**src/rtl/led_pkg.sv**
```systemverilog
// Shared types and constants for the LED-string frame path: frame geometry,
// arbiter state encoding and GRB colour words used by the frame producers.
package led_pkg;

  localparam int LED_W            = 24;
  localparam int NUM_LEDS_DEFAULT = 3;
  localparam int FRAME_W_DEFAULT  = LED_W * NUM_LEDS_DEFAULT;

  typedef enum logic [2:0] {
    IDLE,
    LOAD,
    ARM,
    SEND,
    LATCH
  } arb_state_t;

  // Colour words are GRB ordered, matching the wire order of the string.
  localparam logic [LED_W-1:0] RED    = 24'h00FF00;
  localparam logic [LED_W-1:0] YELLOW = 24'hFFFF00;
  localparam logic [LED_W-1:0] GREEN  = 24'hFF0000;
  localparam logic [LED_W-1:0] OFF    = 24'h000000;

  function automatic int max_int(input int a, input int b);
    return (a > b) ? a : b;
  endfunction

endpackage

```
**src/rtl/cycle_timer.sv**
```systemverilog
// Loadable down-counter that saturates at zero; expired_o is high while the
// count is zero. Shared between the latch gap and the refresh interval.
module cycle_timer #(
  parameter int W = 8
) (
  input  logic         clk,
  input  logic         reset_n,
  input  logic         load_i,
  input  logic         en_i,
  input  logic [W-1:0] value_i,
  output logic         expired_o
);

  logic [W-1:0] count_q;

  // NOTE: non-blocking assignments so every flop samples pre-edge values.
  always_ff @(posedge clk or negedge reset_n) begin
    if (!reset_n) begin
      count_q <= '0;
    end else if (load_i) begin
      count_q <= value_i;
    end else if (en_i && (count_q != '0)) begin
      count_q <= count_q - 1'b1;
    end
  end

  assign expired_o = (count_q == '0);

endmodule

```
**src/rtl/led_frame_arbiter.sv**
```systemverilog
// Round-robin arbiter sharing one WS2812 serializer between two frame sources,
// with an enforced latch gap after each frame and periodic re-send of the held frame.
module led_frame_arbiter
  import led_pkg::*;
#(
  parameter int  NUM_LEDS       = NUM_LEDS_DEFAULT,
  parameter int  LATCH_CYCLES   = 6000,
  parameter int  REFRESH_CYCLES = 3_333_333,
  localparam int FRAME_W        = LED_W * NUM_LEDS
) (
  input  logic               clk,
  input  logic               reset_n,
  input  logic               req0_valid,
  input  logic [FRAME_W-1:0] req0_frame,
  output logic               req0_ready,
  input  logic               req1_valid,
  input  logic [FRAME_W-1:0] req1_frame,
  output logic               req1_ready,
  output logic [FRAME_W-1:0] ser_frame,
  output logic               ser_start,
  input  logic               ser_busy,
  output logic               grant_id,
  output logic               active,
  output logic [15:0]        frame_count
);

  localparam int TIMER_W = $clog2(max_int(LATCH_CYCLES, REFRESH_CYCLES) + 1);
  localparam logic [TIMER_W-1:0] LATCH_LOAD   = TIMER_W'(LATCH_CYCLES - 1);
  localparam logic [TIMER_W-1:0] REFRESH_LOAD = TIMER_W'(REFRESH_CYCLES - 1);

  arb_state_t         state_q;
  logic [FRAME_W-1:0] ser_frame_q;
  logic               ser_start_q;
  logic               grant_id_q;
  logic               active_q;
  logic               rr_prefer1_q;
  logic               held_valid_q;
  logic [15:0]        frame_count_q;

  logic               any_valid;
  logic               in_idle;
  logic               grant0;
  logic               grant1;
  logic               refresh_go;
  logic               timer_load;
  logic               timer_en;
  logic               timer_expired;
  logic [TIMER_W-1:0] timer_value;

  assign any_valid = req0_valid | req1_valid;
  assign in_idle   = (state_q == IDLE);

  // Ready is combinational, so it is masked by reset_n to stay low during reset.
  assign grant0 = reset_n & in_idle & req0_valid & (~req1_valid | ~rr_prefer1_q);
  assign grant1 = reset_n & in_idle & req1_valid & (~req0_valid |  rr_prefer1_q);

  assign refresh_go = in_idle & held_valid_q & ~any_valid & timer_expired;

  // Reload for the latch gap on leaving SEND, and for the refresh interval on
  // entering IDLE or whenever a request shows up while idle.
  assign timer_load  = ((state_q == SEND) & ~ser_busy)
                     | ((state_q == LATCH) & timer_expired)
                     | (in_idle & any_valid);
  assign timer_value = (state_q == SEND) ? LATCH_LOAD : REFRESH_LOAD;
  assign timer_en    = (state_q == LATCH) | (in_idle & held_valid_q & ~any_valid);

  cycle_timer #(
    .W (TIMER_W)
  ) u_timer (
    .clk       (clk),
    .reset_n   (reset_n),
    .load_i    (timer_load),
    .en_i      (timer_en),
    .value_i   (timer_value),
    .expired_o (timer_expired)
  );

  always_ff @(posedge clk or negedge reset_n) begin
    if (!reset_n) begin
      state_q       <= IDLE;
      ser_frame_q   <= '0;
      ser_start_q   <= 1'b0;
      grant_id_q    <= 1'b0;
      active_q      <= 1'b0;
      rr_prefer1_q  <= 1'b0;
      held_valid_q  <= 1'b0;
      frame_count_q <= '0;
    end else begin
      ser_start_q <= 1'b0;
      case (state_q)
        IDLE: begin
          if (grant0 || grant1) begin
            ser_frame_q  <= grant1 ? req1_frame : req0_frame;
            grant_id_q   <= grant1;
            rr_prefer1_q <= grant0;
            held_valid_q <= 1'b1;
          end
          // A refresh re-launches the held frame without touching the pointer.
          if (grant0 || grant1 || refresh_go) begin
            ser_start_q   <= 1'b1;
            frame_count_q <= frame_count_q + 16'd1;
            state_q       <= LOAD;
          end
        end
        LOAD: begin
          active_q <= 1'b1;
          state_q  <= ARM;
        end
        ARM: begin
          state_q <= SEND;
        end
        SEND: begin
          if (!ser_busy) begin
            state_q <= LATCH;
          end
        end
        LATCH: begin
          if (timer_expired) begin
            active_q <= 1'b0;
            state_q  <= IDLE;
          end
        end
        default: begin
          state_q <= IDLE;
        end
      endcase
    end
  end

  assign req0_ready  = grant0;
  assign req1_ready  = grant1;
  assign ser_frame   = ser_frame_q;
  assign ser_start   = ser_start_q;
  assign grant_id    = grant_id_q;
  assign active      = active_q;
  assign frame_count = frame_count_q;

endmodule
```
**config.mk**
```make
export PLATFORM = sky130hd
export DESIGN_NAME = led_frame_arbiter
export DESIGN_NICKNAME = d
export VERILOG_FILES = /design/src/rtl/led_pkg.sv /design/src/rtl/cycle_timer.sv /design/src/rtl/led_frame_arbiter.sv
export SDC_FILE = /design/constraint.sdc
export NUM_CORES = 1
export LEC_CHECK = 0
export ABC_AREA = 1
export BUFFER_PORTS_ARGS = -buffer_cell sky130_fd_sc_hd__buf_2
export CAP_MARGIN = 20
export CORE_MARGIN = 4
export CORE_UTILIZATION = 33
export CTS_CLUSTER_SIZE = 40
export DETAILED_ROUTE_END_ITERATION = 12
export PLACE_DENSITY_LB_ADDON = 0.2
export SETUP_SLACK_MARGIN = 0.02
export SLEW_MARGIN = 20
export SYNTH_ARGS = -nofsm -noshare
export SYNTH_HDL_FRONTEND = slang
export SYNTH_SLANG_ARGS = --single-unit
```
**constraint.sdc**
```tcl
create_clock -name clk -period 1.9 [get_ports clk]
set_input_delay 0.095 -clock clk [delete_from_list [all_inputs] [get_ports clk]]
set_output_delay 0.095 -clock clk [all_outputs]
set_load 0.005 [all_outputs]
```
* Yosys cells after proc, flatten, opt, wreduce, memory -nomap -nowiden
Cells that the tools add are included.
Word-level totals: input port bits 149, register bits 118, latch bits 0, memories kept 0, logic and storage cells 64, bits in writable memories 0, output and inout port bits 93, bits in read-only memories 0
Operators by class: bitwise gates (word level) 22, $lt $le $gt $ge 0, multiplexer cells 12, add/subtract/negate cells 2, eq/ne operators 7, multipliers 0, shift-type cells 0, reduce and logical (&&, ||, !) cells 12, divide/modulo/power cells 0
Operators by type and width (number):
- 72-bit two-way mux | 1
- 22-bit two-way mux | 3
- 22-bit logical NOT | 1
- 22-bit nonzero test | 1
- 22-bit by 1-bit subtractor with 22-bit output (second input constant) | 1
- 16-bit by 1-bit adder with 16-bit output (second input constant) | 1
- 3-bit one-hot mux with 5 select lines | 1
- 1-bit bitwise AND | 11
- 3-bit two-way mux | 3
- 3-bit by 2-bit equality test with 1-bit output (second input constant) | 2
- 1-bit bitwise OR | 6
- 2-bit AND reduction | 3
- 1-bit NOT | 5
- 2-bit != test (second input constant) | 2
- 2-bit nonzero test | 2
- 3-bit by 1-bit equality test with 1-bit output (second input constant) | 1
- 3-bit equality test (second input constant) | 1
- 3-bit logical NOT | 1
- 1-bit two-way mux | 3
- 3-bit AND reduction | 1
- 1-bit logical OR | 2
- 2-bit by 1-bit != test with 1-bit output (second input constant) | 1
- 1-bit one-hot mux with 2 select lines | 1
- 1-bit logical AND | 1

* Logic depth before layout (Yosys ltp)
depth after elaboration 8, depth in mapped cells 12, mapped depth without buffers 12

* Hierarchy
Synthesis repeated with hierarchy kept, for this count alone.
Second synthesis, totals: cell total of the unflattened synthesis 1061, area total of the unflattened synthesis 7101.8 um^2
Modules (own cells, without submodules):
- led_frame_arbiter | times used 1, seq. area each 2402.3 um^2, cells an instance 807, area each 5415.2 um^2
- cycle_timer | times used 1, seq. area each 550.5 um^2, cells an instance 254, area each 1686.6 um^2

* Worst setup path after synthesis
Ideal clock, no wire load.
kind register to register, start point register u_timer.count_q[0], end point register u_timer.count_q[14], buffers on the path 1, data required time 1.782 ns, setup time 0.118 ns, path slack 0.288 ns, stages on the path, launching flop included 11, period minus slack after synthesis 1.612 ns, arrival time 1.494 ns, cell sequence dfrtp_1 -> inv_1 -> ha_1 -> nand2_2 -> nor2_4 -> nand3_4 -> nand2_2 -> buf_4 -> nand3_4 -> nand3_1 -> nand2_1
On the way: word-level cells in the longest chain between the ends 5, elaborated cells on any way between the ends 10, classes of those cells 1 x add/sub; 2 x mux; 3 x bitwise; 4 x reduce/logical
Ends and longest elaborated chain:
- from (decl) | line cycle_timer.sv:14 | logic [W-1:0] count_q;
- from (signal assigned) | line cycle_timer.sv:21 | count_q <= value_i;
- from (signal assigned) | line cycle_timer.sv:23 | count_q <= count_q - 1'b1;
- parallel branches: the longest is 5 deep, another holds 22-bit by 1-bit subtractor with 22-bit output
Parallel ways; which one is timed is not known. The select of a mux whose other input is x is not followed. A chain may end at the register's enable or synchronous reset.

* Worst setup path in the final report
start point register state_q[0], end point output port req0_ready
On the way: word-level cells in the longest chain between the ends 4
Ends and longest elaborated chain:
- from (decl) | line led_frame_arbiter.sv:31 | arb_state_t state_q;
- from (signal assigned) | line led_frame_arbiter.sv:80 | state_q <= IDLE;
- from (signal assigned) | line led_frame_arbiter.sv:102 | state_q <= LOAD;
- from (signal assigned) | line led_frame_arbiter.sv:107 | state_q <= ARM;
- 3-bit logical NOT | line led_frame_arbiter.sv:51 | assign in_idle = (state_q == IDLE);
- 1-bit bitwise AND (3 in a row) | line led_frame_arbiter.sv:54 | assign grant0 = reset_n & in_idle & req0_valid & (~req1_valid | ~rr_prefer1_q);
- to (decl) | line led_frame_arbiter.sv:15 | output logic req0_ready,
Every way passes these cells.

==> run metrics <==
status=complete, no violations; RSZ-0062 raised after global routing=true; post-synth top area cell=dfrtp_1; Syn Area/Cell=7.87 sq um; actual slew at the worst max-slew pin=877 ps; Placed Area=7640 sq um; 1st-pass router iterations=4; CP Launch Type=register; CTS tree=yes; synthesized flop and latch total=118; endpoint type of the worst setup path=output pin; Die W=between 100 and 150 microns; Post-Syn Instances=783; first-pass GRT wire length=36900 microns; Initial Util=0.339; routed len/inst=16.5 microns; DR vias=6995; largest net degree at the start of global routing=72; Yosys cell types=35; Layout Skew=14.5 ps; design area=9960 sq um; Main synth FF type=dfrtp_1; GP Congestion=0.911; placement row count=49; total grt overflow=0; DP HPWL=14100 microns; fin util=0.549; Routed WL=23600 microns; number of antenna violations at the first check in global routing=1; fmax=around 550 MHz; hold_sp=ser_busy; Iter 0 DRT Violations=337; number of max-cap violations=0; vias in the first global route=7211; critical path arrival=1730 ps; Commonest cells post-synth=186 x nand2_1, 118 x dfrtp_1, 115 x nor2_1, 77 x a21oi_1, 77 x o21ai_1; All-Layer GR Usage=0.225; Area Overhead vs Synth=61.7%; Hold Crit Class=in -> reg; EDFF count, synth=0; Area contributors post-synth=dfrtp_1 48%, nand2_1 11%, nor2_1 7.0%, a21oi_1 6.3%, o21ai_1 6.3%; fill cell count=1636; worst skew pair latency=420 ps; area of the core=approximately 18000 sq um; Synth Cell Area=6160 sq um; htree depth=4; CP Data Required Time=1800 ps; Place WS=~40 ps; Clk pin slew, worst setup/hold paths=roughly 60 ps; Residual DRC=0; LEAKAGE=0.00498 uW; total design power=12700 uW; share of layout cells above drive strength 1=0.293; Worst slew margin=0.415; share of the synthesized area in the top cell type=0.479; CP max FO=4; reg2reg start=state_q[0]; sequential fraction of the synthesis area=0.479; final cycle utilization of the critical path=0.963; I/O pin cnt=242; Root Driver=clkbuf_16; die area=about 21000 sq um; PortBufs=241; yosys warns=0; Max Slew Vio Count=0; final hold vios=0; crit path launch=state_q[0]; Peak supply drop=0.674 mV; final setup fails=0; Final ANT Viol Nets=0; Die H=145 microns; count leader, synth=nand2_1; clock buffer depth=2; Period minus WS final=1830 ps; Vias/cell=4.90; worst setup margin=70.4 ps; Mapped Nets=just over 900; CP Class=reg -> out; cts bufs inserted=17; ys async rst share=1.00; total power per unit cell area=1270 nW/um^2; clock sink total=around 120; final net count=1337
[layout make-up]
| class | instances | area, sq um | share of cell area |
|---|---|---|---|
| Sequential cell | 118 | 2950 | 0.296 |
| Clock inverter | 11 | 125 | 0.0126 |
| Multi-Input combinational cell | 579 | 2820 | 0.283 |
| Clock buffer | 21 | 460 | 0.0462 |
| Antenna cell | 1 | 2.50 | 0.000251 |
| Timing Repair Buffer | 418 | 3110 | 0.312 |
| Tap cell | 229 | 287 | 0.0288 |
| Inverter | 52 | 204 | 0.0205 |
[cell families (layout without fill, tap and decap cells)]
kind of cell               Yosys count  count (layout)  synth area share
other                                0               1                 0
xor gates and xnor gates            19              19            0.0270
buffers and inverters               86             502            0.0683
DFF                                118             118             0.479
and+or+nand+nor                    393             393             0.285
adders and majority gates            2               2           0.00406
AOI/OAI and AO/OA                  165             165             0.136
[metrics by stage]
step / TNS [ps] / instances / hold WS [ps]
after global routing: -324 / 1429 / 102
after floorplan: 0 / 783 / -201
final: 0 / 1429 / 87.3
after CTS: -0.714 / 1423 / 72.5
after detailed placement: 0 / 1239 / 300
after global placement: 0 / 1239 / 292
[sequential cells by signal, indices dropped and copies added (netlist names)]
signal and count:
grant_id 1, u_timer.count_q 22, state_q 3, held_valid_q 1
frame_count 16, active 1, ser_frame 72, rr_prefer1_q 1
ser_start 1
[power by group]
group | leakage, uW | internal, uW | switching, uW | total [uW]
Sequential | 0.00144 | 3600 | 776 | 4380
Combinational | 0.00326 | 2300 | 2810 | 5110
Clock | 0.000283 | 2000 | 1210 | 3210
[repair_timing]
| action | in CTS | in global routing |
|---|---|---|
| pin swaps | 0 | 5 |
| buffers inserted | 3 | 4 |
| hold endpoints to repair | 190 | 0 |
| gates cloned | 4 | 1 |
| endpoints found under the setup margin | 2 | 94 |
| gates resized for setup | 3 | 12 |
| hold buffers | 145 | 0 |
[worst paths after layout]
kind | end | slack (ps) | depth (start not counted)
max | req0_ready | 70 | 9
min | state_q[1] | 90 | 5
max reg2reg | ser_frame[11] | 80 | 10
min reg2reg | ser_frame[37] | 480 | 2
max in group asynchronous | ser_frame[66] | 830 | 3
min in group asynchronous | frame_count[1] | 390 | 3
[placed cells by master, fill, tap and decap left out, drive strengths merged, types with 3 or more instances in the layout]
cell	synthesis	layout
buf	27	268
nand2	190	190
dlygate4sd3	0	145
nor2	138	138
dfrtp	118	118
o21ai	84	84
a21oi	78	78
inv	51	52
nand3	39	39
clkbuf	7	22
xor2	17	17
nand4	10	10
clkinv	1	7
nor3	6	6
nand3b	5	5
bufbuf	0	4
nor4	3	3
[critical path, stage by stage (launching register included)]
cell     delay [ps]
dfrtp_1         410
inv_2            80
nand2_4          60
nor2_4          100
inv_2            60
nor2_4          150
inv_4            70
nor2_4          150
buf_12          140
buf_6            90
[per-layer routing]
layer / vias up / track usage / wire length, microns
met1: 3282 / 0.283 / 9810
met3: 59 / 0.0562 / 1500
met2: 301 / 0.369 / 11600
met5: - / 0 / 0
li1: 3353 / - / -
met4: 0 / 0.0957 / 769
(Power assumes the default switching activity.)
